==> src/rtl/dct_transpose_buf.sv <==
// Ping-pong 8x8 transpose buffer: columns are written into one bank while the
// other bank is read back out as rows.
module dct_transpose_buf #(
    parameter int SIZE = 16
) (
    input  logic                        clk,
    input  logic                        rst,
    input  logic                        in_valid,
    output logic                        in_ready,
    input  logic signed [7:0][SIZE-1:0] data_in,
    output logic                        out_valid,
    input  logic                        out_ready,
    output logic signed [7:0][SIZE-1:0] data_out,
    output logic                        out_first,
    output logic                        out_last
);

    logic [SIZE-1:0] mem_r [2][8][8];  // [bank][row][col]
    logic [1:0]      full_r;
    logic            wb_r;
    logic            rb_r;
    logic [2:0]      wc_r;
    logic [2:0]      rc_r;

    logic            wr_fire_s;
    logic            rd_fire_s;
    logic            wr_last_s;
    logic            rd_last_s;
    logic [1:0]      full_set_s;
    logic [1:0]      full_clr_s;
    logic [1:0]      full_nxt_s;

    // Handshake status is decoded from flops only, never from the peer's valid/ready.
    assign in_ready  = ~full_r[wb_r];
    assign out_valid = full_r[rb_r];
    assign out_first = (rc_r == 3'd0);
    assign out_last  = (rc_r == 3'd7);

    assign wr_fire_s = in_valid & ~full_r[wb_r];
    assign rd_fire_s = out_ready & full_r[rb_r];
    assign wr_last_s = wr_fire_s & (wc_r == 3'd7);
    assign rd_last_s = rd_fire_s & (rc_r == 3'd7);

    // The write bank is never full and the read bank always is, so set and clear
    // can never target the same bank on one edge.
    assign full_set_s = wr_last_s ? (2'b01 << wb_r) : 2'b00;
    assign full_clr_s = rd_last_s ? (2'b01 << rb_r) : 2'b00;
    assign full_nxt_s = (full_r | full_set_s) & ~full_clr_s;

    // Bank/column/row pointers and bank full flags.
    always_ff @(posedge clk or negedge rst) begin
        if (!rst) begin
            full_r <= 2'b00;
            wb_r   <= 1'b0;
            rb_r   <= 1'b0;
            wc_r   <= 3'd0;
            rc_r   <= 3'd0;
        end else begin
            full_r <= full_nxt_s;
            wb_r   <= wb_r ^ wr_last_s;
            rb_r   <= rb_r ^ rd_last_s;
            if (wr_fire_s) begin
                wc_r <= wc_r + 3'd1;
            end
            if (rd_fire_s) begin
                rc_r <= rc_r + 3'd1;
            end
        end
    end

    // Coefficient storage: an accepted column lands in column wc of the write bank.
    always_ff @(posedge clk or negedge rst) begin
        if (!rst) begin
            for (int b = 0; b < 2; b++) begin
                for (int r = 0; r < 8; r++) begin
                    for (int c = 0; c < 8; c++) begin
                        mem_r[b][r][c] <= '0;
                    end
                end
            end
        end else if (wr_fire_s) begin
            for (int r = 0; r < 8; r++) begin
                mem_r[wb_r][r][wc_r] <= data_in[r];
            end
        end
    end

    // Row read mux straight off the storage registers.
    always_comb begin
        data_out = '0;
        for (int c = 0; c < 8; c++) begin
            data_out[c] = mem_r[rb_r][rc_r][c];
        end
    end

endmodule

==> config.mk <==
export PLATFORM = sky130hd
export DESIGN_NAME = dct_transpose_buf
export DESIGN_NICKNAME = d
export VERILOG_FILES = /design/src/rtl/dct_transpose_buf.sv
export SDC_FILE = /design/constraint.sdc
export NUM_CORES = 2
export LEC_CHECK = 0
export BUFFER_PORTS_ARGS = -buffer_cell sky130_fd_sc_hd__buf_2
export CAP_MARGIN = 20
export CELL_PAD_IN_SITES_DETAIL_PLACEMENT = 2
export CELL_PAD_IN_SITES_GLOBAL_PLACEMENT = 2
export CORE_MARGIN = 5
export CORE_UTILIZATION = 45
export CTS_CLUSTER_DIAMETER = 200
export DETAILED_ROUTE_END_ITERATION = 10
export PLACE_DENSITY_LB_ADDON = 0.05
export SLEW_MARGIN = 10
export SYNTH_ARGS = -nofsm -noshare
export SYNTH_HDL_FRONTEND = slang
export SYNTH_SLANG_ARGS = --single-unit
==> constraint.sdc <==
create_clock -name clk -period 3.2 [get_ports clk]
set_clock_uncertainty 0.15 [all_clocks]
set_input_delay 0.8 -clock clk [delete_from_list [all_inputs] [get_ports clk]]
set_output_delay 0.8 -clock clk [all_outputs]
set_load 0.05 [all_outputs]
==> impl_metrics.ini <==
[die]
die-area_sq_um = 213000
core-area_sq_um = 204000
fp.dieW_um = 462
start_util = 0.451
fp-row-count = 166
ios = 264
fp.dieH_um = 462

[route]
wl_per_cell_um = 36.8
via_per_inst = 6.05
dr_total_vias = 55800
detail-route-antenna-nets = 0
drtPass1Iterations = 5
drtIter0Drc = 3162
drc = 0
routed_wl_um = 339000

[clocking]
clock_latency_ps = 850
cts_sinks = 2058
root_buffer = clkbuf_16
clkTransAtPathRegs_ps = 70
clk_path_buf_depth = 3
numCtsBuffers = 223
cts_tree = done
h-tree-depth = 4

[global_routing]
grt_pass1_wl_um = 489000
grt_max_degree = 116
grt_pass1_vias = 63600
antenna_found_initial = 90
grt-ovfl-total = 0
track_usage = 0.318

[layout]
layout-drive-gt1-share = 0.643
fillers = 17300
final_common_cell = dfrtp_1
nNetsFinal = 6435
syn2layout_area_growth_pct = 23.7
final_cell_mix = dfrtp_1 (2054), mux2_2 (2052), mux4_2 (456)
utilization = 0.558

[place]
globalplace.congestion = 0.802
port_buffers = 263
pre_cts_ws_ps = -515
dp_hpwl_um = 221000

[pwr]
vdd_drop_max_uv = 884
power_density_nw_per_um2 = 1270
leakagePower_nw = 50.5

[sta]
rsz0062_at_grt = yes
slew-limit-headroom = 0.486
setup_slack_ps = -983
fin_setup_tns_ps = -102680
fin_crit_ps = 4180
hold_viol_final = 0
finalMaxSlewViolations = 0
period_share = 1.31
worst_pin_slew_ps = 771
fmax_mhz = 239
setup_viol = 131

[worst_setup_path]
r2r-start = wc_r[1]
worst_path_most_repeated_cell = buf_12
cp_max_fo = 6
cp.required_ps = 2250
arrival_ps = 3230
crit_type = register to output port
cp-end-kind = output port
cp-start-kind = register
startpoint = rb_r
cp_slowest_stage_delay_ps = 530
path_cells = buf_6 -> buf_12 -> buf_12 -> buf_16 -> mux4_2 -> a22oi_2 -> nand2_2 -> buf_6 -> buf_12
critPathSlowestCell = mux4_2

[outcome]
violations = negative setup slack
status = finished, violations left

[hold_path]
hold_start = in_valid
hold_path_class = input pin to register

[yosys]
syn_area_sq_um = 91900
syn_avg_cell_area_sq_um = 16.1
synth_cell_types = 24
synthCells = 5719
synthesis.nets = 5860
ys_seq_area_frac = 0.560
ys_ff_latch = 2058
ys_warn_count = 0

[flow_run]
cap_violations = 0
## registers in the layout, summed over array words and instances (netlist names)
register  cells
full_r        2
rb_r          1
rc_r          3
mem_r      2048
wc_r          3
wb_r          1
## report_power, final
part | internal, mW | leakage (nW) | switching (mW)
registers | 38.0 | 25.9 | 6.84
clock network | 15.2 | 3.66 | 10.9
logic | 36.2 | 20.9 | 36.8
total | 89.4 | 50.5 | 54.5
## final cells by class
cell class | instances | area (sq um) | share of cell area
Sequential cell | 2058 | 51500 | 0.453
Antenna cell | 54 | 135 | 0.00119
Inverter | 6 | 30.0 | 0.000264
Clock buffer | 349 | 6790 | 0.0597
Multi-Input combinational cell | 3125 | 39800 | 0.350
Tap cell | 2688 | 3360 | 0.0296
Timing Repair Buffer | 880 | 11500 | 0.101
Clock inverter | 56 | 569 | 0.00501
## critical path: cells and delay by family (launching register included)
| kind | cells | cell delay [ps] |
|---|---|---|
| buffers and inverters | 6 | 900 |
| multiplexers | 1 | 530 |
| flip-flops | 1 | 480 |
| AO/OA/AOI/OAI | 1 | 290 |
| AND/OR/NAND/NOR | 1 | 170 |
## timing repair
action                                  in CTS  in global routing
resized for setup                          702                210
gates cloned                                26                  9
hold buffers                                 1                  0
buffers inserted                           105                 74
pin swaps                                  209                191
endpoints found under the setup margin     131                131
endpoints found under the hold margin       27                  0
## cell usage after synthesis
| cell type | instances | area share |
|---|---|---|
| nor2_1 | 14 | 0.00057 |
| nand3_1 | 34 | 0.0019 |
| buf_1 | 9 | 0.00037 |
| buf_2 | 255 | 0.014 |
| xnor2_1 | 2 | 0.00019 |
| mux2_2 | 2053 | 0.25 |
| nand3b_1 | 2 | 0.00016 |
| dfrtp_1 | 2058 | 0.56 |
| buf_6 | 50 | 0.0061 |
| and3_1 | 3 | 0.00020 |
| a22oi_1 | 284 | 0.023 |
| nor2b_1 | 6 | 0.00041 |
| nand2_1 | 136 | 0.0056 |
| nor2_2 | 2 | 0.00014 |
| mux4_2 | 456 | 0.11 |
| nor3b_2 | 1 | 0.00014 |
| mux2i_1 | 113 | 0.012 |
| nor3_1 | 5 | 0.00027 |
| buf_4 | 17 | 0.0014 |
| and2_1 | 4 | 0.00027 |
| ha_1 | 9 | 0.0012 |
| clkbuf_1 | 199 | 0.0081 |
| nor2_4 | 1 | 0.00012 |
| inv_1 | 6 | 0.00024 |
## routing by layer
metal  track usage  vias up  wire (um)
met1         0.429    31400     142000
met3        0.0549      522      18200
met4         0.121       30      15000
met5             0        -        211
li1              -    22600          -
met2         0.519     1192     164000
## worst paths after layout
| path | end | slack [ps] | cells after the start |
|---|---|---|---|
| min in group asynchronous | mem_r[1416] | 350 | 2 |
| hold reg to reg | mem_r[883] | 350 | 1 |
| hold / removal | wc_r[0] | 210 | 3 |
| setup reg to reg | mem_r[1666] | 450 | 5 |
| setup / recovery | data_out[5] | -980 | 9 |
| max in group asynchronous | mem_r[945] | 1360 | 5 |
## stage by stage
stage               total power [mW]  instance area, sq um  hold slack [ps]  cells
floorplan                       78.2                 91900              324   5719
global placement                 105                101000              331   8589
detailed placement               107                101000              338   8589
CTS                              142                112000              125   9111
global route                     149                114000              183   9186
finish                           144                114000              205   9216
## kinds of logic after synthesis
family,Yosys count,share of synthesized area
buffers and inverters,536,0.0301
adders and majority gates,9,0.00122
xor gates and xnor gates,2,0.000191
and+or+nand+nor,208,0.00969
AOI/OAI and AO/OA,284,0.0232
DFF,2058,0.560
muxes,2622,0.375
Power figures use the tool's default switching activity.
